`src/rtl/mem_stage_if.sv`:
```
// Signal bundle around the MEM stage: EX-side inputs, data-memory port and MEM/WB outputs.
// The slave modport is the stage itself; master is whatever surrounds it (EX, memory, WB).
interface mem_stage_if;
    logic        in_valid;
    logic        in_ready;
    logic [31:0] alu_result;
    logic [5:0]  opcode;
    logic [4:0]  rd;
    logic        mem_read;
    logic        mem_write;
    logic [31:0] rd_data;
    logic        reg_write;

    logic        dmem_req;
    logic        dmem_we;
    logic [31:0] dmem_addr;
    logic [31:0] dmem_wdata;
    logic        dmem_ack;
    logic [31:0] dmem_rdata;

    logic        wb_valid;
    logic [31:0] wb_data;
    logic [4:0]  wb_rd;
    logic        wb_reg_write;
    logic [5:0]  wb_opcode;
    logic        err;

    modport master (
        output in_valid, alu_result, opcode, rd, mem_read, mem_write, rd_data, reg_write,
        output dmem_ack, dmem_rdata,
        input  in_ready,
        input  dmem_req, dmem_we, dmem_addr, dmem_wdata,
        input  wb_valid, wb_data, wb_rd, wb_reg_write, wb_opcode, err
    );

    modport slave (
        input  in_valid, alu_result, opcode, rd, mem_read, mem_write, rd_data, reg_write,
        input  dmem_ack, dmem_rdata,
        output in_ready,
        output dmem_req, dmem_we, dmem_addr, dmem_wdata,
        output wb_valid, wb_data, wb_rd, wb_reg_write, wb_opcode, err
    );
endinterface

```
`src/rtl/mem_stage.sv`:
```
// MEM pipeline stage: issues LW/SW on a req/ack data-memory port with a bounded wait
// and drives a registered MEM/WB bundle; non-memory ops pass through in one cycle.
module mem_stage #(
    parameter int WAIT_MAX = 16,
    parameter int CNT_W    = 5
) (
    input  logic       clk,
    input  logic       reset,
    mem_stage_if.slave bus
);

    typedef enum logic [0:0] {
        IDLE   = 1'b0,
        ACCESS = 1'b1
    } state_t;

    localparam bit               TIMEOUT_EN = (WAIT_MAX != 0);
    localparam logic [CNT_W-1:0] CNT_LAST   = CNT_W'(WAIT_MAX - 1);

    state_t           state, state_nxt;
    logic [CNT_W-1:0] cnt, cnt_nxt;
    logic             accept;

    logic        req_p1, req_nxt;
    logic        we_p1, we_nxt;
    logic [31:0] addr_p1, addr_nxt;
    logic [31:0] wdata_p1, wdata_nxt;
    logic        wb_valid_p1, wb_valid_nxt;
    logic [31:0] wb_data_p1, wb_data_nxt;
    logic [4:0]  wb_rd_p1, wb_rd_nxt;
    logic        wb_rw_p1, wb_rw_nxt;
    logic [5:0]  wb_op_p1, wb_op_nxt;
    logic        err_p1, err_nxt;

    logic [5:0]  acc_op_p1;
    logic [4:0]  acc_rd_p1;
    logic        acc_rw_p1;
    logic [31:0] acc_alu_p1;

    function automatic logic is_misaligned(input logic [31:0] addr);
        return addr[1:0] != 2'b00;
    endfunction

    function automatic logic is_illegal(input logic rd_req, input logic wr_req);
        return rd_req && wr_req;
    endfunction

    function automatic logic timed_out(input logic [CNT_W-1:0] count);
        return TIMEOUT_EN && (count == CNT_LAST);
    endfunction

    assign bus.in_ready = (state == IDLE);

    always_comb begin
        state_nxt    = state;
        cnt_nxt      = cnt;
        accept       = 1'b0;
        req_nxt      = req_p1;
        we_nxt       = we_p1;
        addr_nxt     = addr_p1;
        wdata_nxt    = wdata_p1;
        wb_valid_nxt = 1'b0;
        err_nxt      = 1'b0;
        wb_data_nxt  = wb_data_p1;
        wb_rd_nxt    = wb_rd_p1;
        wb_rw_nxt    = wb_rw_p1;
        wb_op_nxt    = wb_op_p1;

        case (state)
            IDLE: begin
                if (bus.in_valid) begin
                    accept = 1'b1;
                    if (!bus.mem_read && !bus.mem_write) begin
                        wb_valid_nxt = 1'b1;
                        wb_data_nxt  = bus.alu_result;
                        wb_rd_nxt    = bus.rd;
                        wb_rw_nxt    = bus.reg_write;
                        wb_op_nxt    = bus.opcode;
                    end else if (is_illegal(bus.mem_read, bus.mem_write) ||
                                 is_misaligned(bus.alu_result)) begin
                        // Rejected before touching memory; retired as a non-writing error.
                        wb_valid_nxt = 1'b1;
                        err_nxt      = 1'b1;
                        wb_data_nxt  = bus.alu_result;
                        wb_rd_nxt    = bus.rd;
                        wb_rw_nxt    = 1'b0;
                        wb_op_nxt    = bus.opcode;
                    end else begin
                        state_nxt = ACCESS;
                        cnt_nxt   = '0;
                        req_nxt   = 1'b1;
                        we_nxt    = bus.mem_write;
                        addr_nxt  = bus.alu_result;
                        wdata_nxt = bus.rd_data;
                    end
                end
            end
            ACCESS: begin
                if (bus.dmem_ack) begin
                    state_nxt    = IDLE;
                    req_nxt      = 1'b0;
                    wb_valid_nxt = 1'b1;
                    wb_rd_nxt    = acc_rd_p1;
                    wb_op_nxt    = acc_op_p1;
                    if (we_p1) begin
                        wb_data_nxt = acc_alu_p1;
                        wb_rw_nxt   = 1'b0;
                    end else begin
                        wb_data_nxt = bus.dmem_rdata;
                        wb_rw_nxt   = acc_rw_p1;
                    end
                end else if (timed_out(cnt)) begin
                    // Ack is checked first, so an ack on the last allowed cycle still completes.
                    state_nxt    = IDLE;
                    req_nxt      = 1'b0;
                    wb_valid_nxt = 1'b1;
                    err_nxt      = 1'b1;
                    wb_data_nxt  = acc_alu_p1;
                    wb_rd_nxt    = acc_rd_p1;
                    wb_rw_nxt    = 1'b0;
                    wb_op_nxt    = acc_op_p1;
                end else begin
                    cnt_nxt = cnt + CNT_W'(1);
                end
            end
            default: state_nxt = IDLE;
        endcase
    end

    // Stage register: control state plus every externally visible output.
    always_ff @(posedge clk or negedge reset) begin
        if (!reset) begin
            state       <= IDLE;
            cnt         <= '0;
            req_p1      <= 1'b0;
            we_p1       <= 1'b0;
            addr_p1     <= '0;
            wdata_p1    <= '0;
            wb_valid_p1 <= 1'b0;
            wb_data_p1  <= '0;
            wb_rd_p1    <= '0;
            wb_rw_p1    <= 1'b0;
            wb_op_p1    <= '0;
            err_p1      <= 1'b0;
        end else begin
            state       <= state_nxt;
            cnt         <= cnt_nxt;
            req_p1      <= req_nxt;
            we_p1       <= we_nxt;
            addr_p1     <= addr_nxt;
            wdata_p1    <= wdata_nxt;
            wb_valid_p1 <= wb_valid_nxt;
            wb_data_p1  <= wb_data_nxt;
            wb_rd_p1    <= wb_rd_nxt;
            wb_rw_p1    <= wb_rw_nxt;
            wb_op_p1    <= wb_op_nxt;
            err_p1      <= err_nxt;
        end
    end

    // Accepted bundle, only consumed while an access is outstanding, so no reset needed.
    always_ff @(posedge clk) begin
        if (accept) begin
            acc_op_p1  <= bus.opcode;
            acc_rd_p1  <= bus.rd;
            acc_rw_p1  <= bus.reg_write;
            acc_alu_p1 <= bus.alu_result;
        end
    end

    assign bus.dmem_req     = req_p1;
    assign bus.dmem_we      = we_p1;
    assign bus.dmem_addr    = addr_p1;
    assign bus.dmem_wdata   = wdata_p1;
    assign bus.wb_valid     = wb_valid_p1;
    assign bus.wb_data      = wb_data_p1;
    assign bus.wb_rd        = wb_rd_p1;
    assign bus.wb_reg_write = wb_rw_p1;
    assign bus.wb_opcode    = wb_op_p1;
    assign bus.err          = err_p1;

endmodule

```
`src/flat_wrapper.sv`:
```
// flat-port wrapper written by rule: the top's interface ports become plain ports
module mem_stage_flat 
#(
    parameter int WAIT_MAX = 16,
    parameter int CNT_W    = 5
)
  (clk, reset, bus_in_valid, bus_alu_result, bus_opcode, bus_rd, bus_mem_read, bus_mem_write, bus_rd_data, bus_reg_write, bus_dmem_ack, bus_dmem_rdata, bus_in_ready, bus_dmem_req, bus_dmem_we, bus_dmem_addr, bus_dmem_wdata, bus_wb_valid, bus_wb_data, bus_wb_rd, bus_wb_reg_write, bus_wb_opcode, bus_err);
  mem_stage_if bus_i ();
  input  logic clk;
  input  logic reset;
  input wire logic [$bits(bus_i.in_valid)-1:0] bus_in_valid;
  input wire logic [$bits(bus_i.alu_result)-1:0] bus_alu_result;
  input wire logic [$bits(bus_i.opcode)-1:0] bus_opcode;
  input wire logic [$bits(bus_i.rd)-1:0] bus_rd;
  input wire logic [$bits(bus_i.mem_read)-1:0] bus_mem_read;
  input wire logic [$bits(bus_i.mem_write)-1:0] bus_mem_write;
  input wire logic [$bits(bus_i.rd_data)-1:0] bus_rd_data;
  input wire logic [$bits(bus_i.reg_write)-1:0] bus_reg_write;
  input wire logic [$bits(bus_i.dmem_ack)-1:0] bus_dmem_ack;
  input wire logic [$bits(bus_i.dmem_rdata)-1:0] bus_dmem_rdata;
  output wire logic [$bits(bus_i.in_ready)-1:0] bus_in_ready;
  output wire logic [$bits(bus_i.dmem_req)-1:0] bus_dmem_req;
  output wire logic [$bits(bus_i.dmem_we)-1:0] bus_dmem_we;
  output wire logic [$bits(bus_i.dmem_addr)-1:0] bus_dmem_addr;
  output wire logic [$bits(bus_i.dmem_wdata)-1:0] bus_dmem_wdata;
  output wire logic [$bits(bus_i.wb_valid)-1:0] bus_wb_valid;
  output wire logic [$bits(bus_i.wb_data)-1:0] bus_wb_data;
  output wire logic [$bits(bus_i.wb_rd)-1:0] bus_wb_rd;
  output wire logic [$bits(bus_i.wb_reg_write)-1:0] bus_wb_reg_write;
  output wire logic [$bits(bus_i.wb_opcode)-1:0] bus_wb_opcode;
  output wire logic [$bits(bus_i.err)-1:0] bus_err;
  assign bus_i.in_valid = bus_in_valid;
  assign bus_i.alu_result = bus_alu_result;
  assign bus_i.opcode = bus_opcode;
  assign bus_i.rd = bus_rd;
  assign bus_i.mem_read = bus_mem_read;
  assign bus_i.mem_write = bus_mem_write;
  assign bus_i.rd_data = bus_rd_data;
  assign bus_i.reg_write = bus_reg_write;
  assign bus_i.dmem_ack = bus_dmem_ack;
  assign bus_i.dmem_rdata = bus_dmem_rdata;
  assign bus_in_ready = bus_i.in_ready;
  assign bus_dmem_req = bus_i.dmem_req;
  assign bus_dmem_we = bus_i.dmem_we;
  assign bus_dmem_addr = bus_i.dmem_addr;
  assign bus_dmem_wdata = bus_i.dmem_wdata;
  assign bus_wb_valid = bus_i.wb_valid;
  assign bus_wb_data = bus_i.wb_data;
  assign bus_wb_rd = bus_i.wb_rd;
  assign bus_wb_reg_write = bus_i.wb_reg_write;
  assign bus_wb_opcode = bus_i.wb_opcode;
  assign bus_err = bus_i.err;
  mem_stage #(.WAIT_MAX(WAIT_MAX), .CNT_W(CNT_W)) u_core (.clk(clk), .reset(reset), .bus(bus_i));
endmodule
```
`config.mk`:
```
export PLATFORM = sky130hd
export DESIGN_NAME = mem_stage_flat
export DESIGN_NICKNAME = d
export VERILOG_FILES = /design/src/rtl/mem_stage_if.sv /design/src/rtl/mem_stage.sv /design/src/flat_wrapper.sv
export SDC_FILE = /design/constraint.sdc
export NUM_CORES = 1
export LEC_CHECK = 0
export BUFFER_PORTS_ARGS = -buffer_cell sky130_fd_sc_hd__buf_4
export CORE_MARGIN = 1
export CORE_UTILIZATION = 31
export CTS_CLUSTER_DIAMETER = 80
export DETAILED_ROUTE_END_ITERATION = 10
export HOLD_SLACK_MARGIN = 0.05
export PLACE_DENSITY_LB_ADDON = 0.08
export SLEW_MARGIN = 20
export SYNTH_ARGS = -nofsm -noshare
export SYNTH_HDL_FRONTEND = slang
export SYNTH_SLANG_ARGS = --single-unit
```
`constraint.sdc`:
```
create_clock -name clk -period 10.7 [get_ports clk]
set_clock_uncertainty 0.1 [all_clocks]
set_input_delay 1.605 -clock clk [delete_from_list [all_inputs] [get_ports clk]]
set_output_delay 1.605 -clock clk [all_outputs]
set_load 0.01 [all_outputs]
```
**Word level (Yosys, flattened, before mapping)**

Index checks and enable logic that the tools add are counted.

- $add $sub $neg: 1
- Equal/unequal tests: 8
- Muxes and demuxes: 55
- Bitwise logic cells: 3
- Reduce and logical (&&, ||, !) cells: 10

Operator list:

| kind | number |
|---|---|
| 32-bit two-way mux | 6 |
| 32-bit one-hot mux with 2 select lines | 1 |
| 5-bit two-way mux | 10 |
| 6-bit two-way mux | 5 |
| 1-bit two-way mux | 25 |
| 5-bit one-hot mux with 2 select lines | 2 |
| 6-bit one-hot mux with 2 select lines | 1 |
| 2-bit != test (second input constant) | 5 |
| 1-bit one-hot mux with 2 select lines | 5 |
| 4-bit AND reduction | 2 |
| 5-bit by 1-bit adder with 5-bit output (second input constant) | 1 |
| 5-bit by 4-bit equality test with 1-bit output (second input constant) | 1 |
| 5-bit AND reduction | 1 |
| 3-bit by 1-bit != test with 1-bit output (second input constant) | 1 |
| 3-bit != test (second input constant) | 1 |
| 1-bit NOT | 3 |
| 3-bit AND reduction | 1 |
| 1-bit logical AND | 2 |
| 1-bit zero test | 2 |
| 2-bit nonzero test | 1 |
| 1-bit logical OR | 1 |

- Register bits after elaboration: 162
- Output and inout bits: 113
- Word-level logic and storage cells: 93

**Longest topological paths before layout**

Gate-level depths: netlist (run 1).

- Depth in word-level cells: 6
- Depth in mapped cells: 7
- Gate-level depth less buffers: 7

**Least setup slack after synthesis (run 1)**

No wires, ideal clock.

- Kind: input-to-reg
- From: input port bus_in_valid
- To: register u_core.wb_data_p1[0], in the netlist u_core.bus.wb_data[0]
- Data arrival time: 4,711 ps
- Required time: 10,475 ps
- Path slack: 5,764 ps
- Cell stages on the path: 5
- Buffers on the path: 1
- Cells stage by stage: nor2b_1 o31ai_4 nand2_4 buf_6 mux2_4

- Word-level cells in the longest chain between the ends: 2

RTL lines:

| what | RTL line | RTL |
|---|---|---|
| from (decl) | flat_wrapper.sv:11 | `input wire logic [$bits(bus_i.in_valid)-1:0] bus_in_valid;` |
| 2-bit != test (no line) | - |  |
| 3-bit AND reduction (no line) | - |  |
| to (signal assigned) | mem_stage.sv:153 | `wb_data_p1 <= wb_data_nxt;` |
| to (decl) | mem_stage.sv:29 | `logic [31:0] wb_data_p1, wb_data_nxt;` |

Every way passes these cells.
A chain may end at the register's enable or synchronous reset.

**Worst setup path in the final report (run 1)**

- From: register u_core.state
- To: output port bus_in_ready

- Word-level cells in the longest chain between the ends: 1

RTL lines:

| what | RTL line | RTL |
|---|---|---|
| from (decl) | mem_stage.sv:20 | `state_t state, state_nxt;` |
| from (signal assigned) | mem_stage.sv:146 | `state <= state_nxt;` |
| 1-bit NOT (no line) | - |  |
| to (decl) | flat_wrapper.sv:21 | `output wire logic [$bits(bus_i.in_ready)-1:0] bus_in_ready;` |

Every way passes these cells.

==> reports/qor.yml, run 1 <==
status:
  status: "finished clean"
yosys:
  yosys_warnings: 0
  synth_edf_count: 44
  avgSynthCellArea_um2: 15.3
  yosysTopAreaCellShare_pct: 43.3
  synthFlopType: "dfrtp_1"
  yosysTopAreaCell: "dfrtp_1"
  syn_area_um2: 6820
  syn_nets: 563
  async_flop_share_pct: 72.8
  yosysSeqAreaShare_pct: 62.7
  synth_cell_types: 30
  syn_inst: 446
  yosys_register_bits: 162
  synth_area_leaders: "dfrtp_1 43%, edfxtp_1 19%, mux2_2 13%, mux2_4 8.6%, mux2i_1 4.7%"
pwr:
  vdd_ir_drop_max_mv: 0.104
  p_leak_nw: 4.37
  p_per_area_nw_per_um2: 209
final_layout:
  num-fill-cells: 2006
  seq_area_um2: 4280
  areaGrowthSynthToFinish_pct: 36.4
  multi_input_area_um2: 2350
  antenna-diode-count: 0
  drive_above_1_share_pct: 56.1
  nets: 788
drt:
  first_iter_violations: 105
  final_antenna_net_count: 0
  remaining_drc_errors: 0
  viasPerCell: 4.51
  drt_wl_total_um: 16100
  dr.pass1.iters: 4
  wl_per_cell_um: 16.8
  vias: 4328
critical_path:
  crit_path_start_kind: "flop"
  worstReg2RegStart: "u_core.state"
  crit_type: "flop to primary output"
  worstPathMaxFanout: 84
  reg2reg_slack_ps: 7600
  r2r_end: "u_core.bus.wb_data[29]"
  reg2reg_depth: 5
  worst_setup_path_end_kind: "primary output"
  cp.required_ps: 9000
  arrival_ps: 1870
grt:
  grt_pass1_wl_um: 25000
  grt_pass1_vias: 4746
  antenna_found_initial: 0
  grt_max_degree: 85
  grt_overflow: 0
  grt_use_total_pct: 14.7
clock_tree:
  numCtsBuffers: 17
  clkLatencyLatePin_ps: 420
  ctsHoldBuffers: 0
  root_buffer: "clkbuf_16"
  clkTransAtPathRegs_ps: 70
  cts_sinks: 162
  cts.repair.resized: 0
  htree_levels: 4
  cts_tree: "built"
  post-cts-setup-buffers: 0
  clk_path_buf_depth: 2
worst_hold_path:
  hold_end: "u_core.bus.dmem_addr[0]"
  holdPathStages: 1
  hold_path_startpoint: "u_core.bus.dmem_addr[0]"
  hp-class: "flop to flop"
timing:
  fin_setup_tns_ps: 0
  setup_ws_ps: 7120
  fmax_mhz: 279
  post-route-period-util_pct: 33.5
  tightest_slew_ps: 933
  relSlewSlack_pct: 37.8
  rsz0062_at_grt: "false"
  period_needed_ps: 3580
  finalHoldViolCount: 0
  slew_violations: 0
  setup_viol: 0
floorplan:
  start_util_pct: 32.0
  io-pin-count: 227
  dieArea_um2: 22600
  core-area_um2: 21300
  rows: 53
  die_w_um: 150
  die_height_um: 150
place:
  gp_congestion: 0.742
  post-place-ws_ps: 6740
  dp_hpwl_um: 11000
  numPortBuffers: 226
flow_run:
  maxCapViolCount: 0
per-layer routing:
metal,part of all wire [%],GRT usage (%)
met3,8.4,5.61
met4,1.3,5.05
met1,43,17.6
met5,0,0
met2,48,24.1
cell usage in the layout (no fill, tap or decap):
master / instances
a21oi_1: 33
a32o_1: 2
and2_1: 2
and3_1: 1
buf_4: 231
bufinv_16: 2
clkbuf_1: 2
clkbuf_16: 17
clkinv_2: 1
clkinv_4: 3
clkinvlp_4: 2
dfrtp_1: 117
dfrtp_4: 1
edfxtp_1: 44
ha_1: 3
inv_1: 4
inv_4: 1
inv_6: 4
mux2_2: 79
mux2_4: 39
mux2i_1: 32
nand2_1: 7
nand2_4: 1
nand2b_2: 1
nand3_1: 7
nand3b_1: 1
nor2_1: 35
nor2b_4: 1
nor4_1: 1
o21ai_0: 5
o21ai_1: 1
o22ai_1: 1
o31ai_1: 1
o31ai_4: 1
xnor2_1: 1
logic make-up (layout without fill, tap and decap cells):
family	after synthesis	after routing	synth area share, %
AOI/OAI and AO/OA	44	44	3.67
xor gates and xnor gates	1	1	0.128
adders and majority gates	3	3	0.550
buffers and inverters	29	267	3.03
DFF	162	162	62.7
muxes	150	150	26.3
and+or+nand+nor	57	57	3.65
stage by stage:
step	hold slack [ps]	utilization (%)	total power, W	cells	instance area [um2]
finish	394	43.7	0.00194	959	9300
global route	419	43.7	0.00205	959	9300
floorplan	368	-	0.00108	446	6820
detailed placement	381	41.0	0.00135	927	8720
global placement	376	41.0	0.00134	927	8720
CTS	402	43.7	0.00197	959	9300
cell usage after synthesis, types with 3 or more instances:
| cell type | number |
|---|---|
| dfrtp_1 | 118 |
| mux2_2 | 79 |
| edfxtp_1 | 44 |
| mux2_4 | 39 |
| nor2_1 | 35 |
| a21oi_1 | 33 |
| mux2i_1 | 32 |
| buf_6 | 11 |
| nand2_1 | 7 |
| nand3_1 | 7 |
| buf_2 | 6 |
| clkbuf_1 | 5 |
| o21ai_0 | 5 |
| inv_1 | 4 |
| ha_1 | 3 |
worst max path at each step:
stage                             from                endpoint  slack [ps]  cells after the start
after detailed placement  bus_in_valid  u_core.bus.wb_data[30]        6740                      6
after global placement    bus_in_valid  u_core.bus.wb_data[30]        6770                      6
final                     u_core.state            bus_in_ready        7120                      2
after floorplan           bus_in_valid   u_core.bus.wb_data[0]        5760                      5
after CTS                 u_core.state            bus_in_ready        7100                      2
after global routing      u_core.state            bus_in_ready        6950                      2
worst max-delay path, stage by stage (launching register included):
cell     delay [ps]
dfrtp_4        1040
inv_1           180
buf_4           210
flip-flops by register name (all words and copies together) (netlist names), 5 cells and up:
signal and flops:
u_core.bus.wb_rd 5, u_core.acc_rd_p1 5, u_core.bus.dmem_addr 32, u_core.acc_op_p1 6
u_core.cnt 5, u_core.bus.wb_data 32, u_core.bus.wb_opcode 6, u_core.bus.dmem_wdata 32
u_core.acc_alu_p1 32
power breakdown:
part           internal, W  leakage [nW]  switching [W]  total [W]
Clock             0.000348         0.279       0.000261   0.000608
Sequential        0.000765          1.84      0.0000757   0.000840
Combinational     0.000293          2.25       0.000200   0.000493
Total              0.00140          4.37       0.000536    0.00194
cell type report:
class / instances / share of cell area, %
clock buffers: 19 / 4.65
clock inverters: 13 / 1.59
inverters: 4 / 0.161
multi-input cells: 255 / 25.3
flip-flops and latches: 162 / 46.0
well taps: 275 / 3.70
repair buffers: 231 / 18.6
(Power assumes the default switching activity.)
==> run 2: changes to the inputs <==
--- a/config.mk
+++ b/config.mk
@@ -5,6 +5,7 @@
 export SDC_FILE = /design/constraint.sdc
 export NUM_CORES = 1
 export LEC_CHECK = 0
+export ABC_AREA = 1
 export BUFFER_PORTS_ARGS = -buffer_cell sky130_fd_sc_hd__buf_4
 export CORE_MARGIN = 1
 export CORE_UTILIZATION = 31
==> constraint.sdc (replaced) <==
create_clock -name clk -period 3.1 [get_ports clk]
set_clock_uncertainty 0.1 [all_clocks]
set_input_delay 0.465 -clock clk [delete_from_list [all_inputs] [get_ports clk]]
set_output_delay 0.465 -clock clk [all_outputs]
set_load 0.01 [all_outputs]
==> reports/qor.yml, run 2 <==
final_layout:
  final_cell_mix: "421 x nand2_1, 237 x buf_4, 118 x nand3_1"
  final_common_cell: "nand2_1"
  num-fill-cells: 2348  # +17%
  antenna-diode-count: 0  # unchanged
  nets: 1179  # +50%
  areaGrowthSynthToFinish_pct: 35.0
  postLayoutCellArea_um2: 9650  # +3.7%
  drive_above_1_share_pct: 26.1  # -30 points
floorplan:
  die_height_um: 154  # +2.4%
  dieArea_um2: 23700  # +4.8%
  start_util_pct: 31.6  # -0.46 points
  io-pin-count: 227  # unchanged
  rows: 55  # +3.8%
  core-area_um2: 22600  # +6.4%
  die_w_um: 154  # +2.4%
yosys:
  yosysMostFrequentCell: "nand2_1"
  async_flop_share_pct: 72.8  # unchanged
  yosysTopAreaCellShare_pct: 41.3  # -2.0 points
  ys_top_cells_by_count: "421 x nand2_1, 118 x dfrtp_1, 118 x nand3_1"
  yosys_register_bits: 162  # unchanged
  avgSynthCellArea_um2: 8.42  # -45%
  synth_area_leaders: "dfrtp_1 41%, nand2_1 22%, edfxtp_1 18%, nand3_1 8.3%, inv_1 3.9%"
  syn_inst: 849  # +90%
  yosysTopAreaCell: "dfrtp_1"
  yosysSeqAreaShare_pct: 59.8  # -2.9 points
  syn_nets: 966  # +72%
  synth_edf_count: 44  # unchanged
  yosys_warnings: 0  # unchanged
  syn_area_um2: 7150  # +4.8%
  synth_cell_types: 22  # -27%
  synthFlopType: "dfrtp_1"
timing:
  fin_hold_ws_ps: 123  # -271 ps
  post-route-period-util_pct: 71.6
  rsz0062_at_grt: "false"
  setup_viol: 0  # unchanged
  period_needed_ps: 2220
  finalHoldViolCount: 0  # unchanged
  fmax_mhz: 451
  tightest_slew_ps: 738  # -195 ps
  fin_setup_tns_ps: 0  # unchanged
  slew_violations: 0  # unchanged
  relSlewSlack_pct: 50.6  # +13 points
worst_hold_path:
  hp-class: "input port to flop"
drt:
  vias: 6132  # +42%
  drt_wl_total_um: 21300  # +32%
  viasPerCell: 4.51  # about the same
  first_iter_violations: 354  # +240%
  dr.pass1.iters: 4  # unchanged
  remaining_drc_errors: 0  # unchanged
  final_antenna_net_count: 0  # unchanged
  wl_per_cell_um: 15.6  # -6.9%
clock_tree:
  root_buffer: "clkbuf_16"
  cts.repair.resized: 0  # unchanged
  numCtsBuffers: 17  # unchanged
  clkTransAtPathRegs_ps: 70  # about the same
  post-cts-setup-buffers: 0  # unchanged
  clk_path_buf_depth: 2  # unchanged
  clkLatencyLatePin_ps: 420  # about the same
  cts_sinks: 162  # unchanged
  cts_tree: "built"
  ctsHoldBuffers: 1  # +1
  htree_levels: 4  # unchanged
status:
  status: "finished clean"
grt:
  grt_use_total_pct: 18.6  # +3.9 points
  grt_pass1_wl_um: 33600  # +34%
  antenna_found_initial: 0  # unchanged
  grt_pass1_vias: 5887  # +24%
  grt_overflow: 0  # unchanged
  grt_max_degree: 72  # -15%
critical_path:
  crit_type: "flop to primary output"
  crit_path_start_kind: "flop"
  arrival_ps: 1650  # -220 ps
  worstPathMaxFanout: 50  # -40%
  cp.required_ps: 2530  # -6470 ps
  worst_setup_path_end_kind: "primary output"
place:
  gp_congestion: 0.715  # -3.6%
  placedInstanceArea_um2: 9060  # +3.9%
  numPortBuffers: 226  # unchanged
  dp_hpwl_um: 13400  # +21%
pwr:
  p_per_area_nw_per_um2: 655  # +210%
  p_leak_nw: 5.27  # +21%
  vdd_ir_drop_max_mv: 0.337  # +220%
flow_run:
  maxCapViolCount: 0  # unchanged
## run 2: per-layer routing
layer | up-vias | routed length, um | part of all wire (%) | global-route usage, %
li1 | 3058 | - | - | -
met1 | 2859 | 9660 | 45 | 24.6
met2 | 198 | 9890 | 46 | 30.0
met3 | 17 | 1510 | 7.1 | 5.13
met4 | 0 | 212 | 1.0 | 4.90
met5 | - | 0 | 0 | 0
## run 2: cell type report
type                       instances  area [um2]  area share [%]
clock buffer                      17         425            4.41
multi-input combinational        563        2340            24.3
tap                              285         357            3.70
sequential                       162        4280            44.3
timing repair buffer             239        1800            18.7
inverter                          79         299            3.10
clock inverter                    15         151            1.57
## run 2: final timing paths
path                                                start                        end  slack, ps  cells after the start
worst max-delay path                         u_core.state               bus_in_ready        880                      3
worst max register to register              u_core.cnt[0]      u_core.bus.wb_data[1]       1030                      8
max in group asynchronous                           reset              u_core.cnt[0]       1620                      3
worst min-delay path                        bus_opcode[5]        u_core.acc_op_p1[5]        120                      1
worst min register to register  u_core.bus.dmem_wdata[13]  u_core.bus.dmem_wdata[13]        380                      2
min in group asynchronous                           reset   u_core.bus.dmem_addr[11]        540                      2
## run 2: worst max-delay path, cell delays in order, from the launching register on
cell and delay (ps):
dfrtp_2 400, inv_2 50, buf_4 530, buf_4 240
## run 2: where the power goes
group	leakage (nW)	switching, W	internal (W)
sequential	1.91	0.000206	0.00256
combinational	3.09	0.000786	0.000690
clock	0.271	0.000948	0.00113
## run 2: cells by family (layout without fill, tap and decap cells)
kind of cell | Yosys count | after routing | synth area share [%]
adders and majority gates | 3 | 3 | 0.525
buffers and inverters | 124 | 350 | 7.58
and+or+nand+nor | 553 | 553 | 31.5
AOI/OAI and AO/OA | 7 | 7 | 0.630
DFF | 162 | 162 | 59.8
## run 2: through the flow
stage	util [%]	power, W	setup slack [ps]	instances
2_1_floorplan	-	0.00345	1260	849
3_3_place_gp	40.0	0.00430	799	1327
3_5_place_dp	40.0	0.00431	798	1327
4_1_cts	42.6	0.00643	842	1360
5_1_grt	42.6	0.00669	782	1360
6_report	42.6	0.00632	881	1360
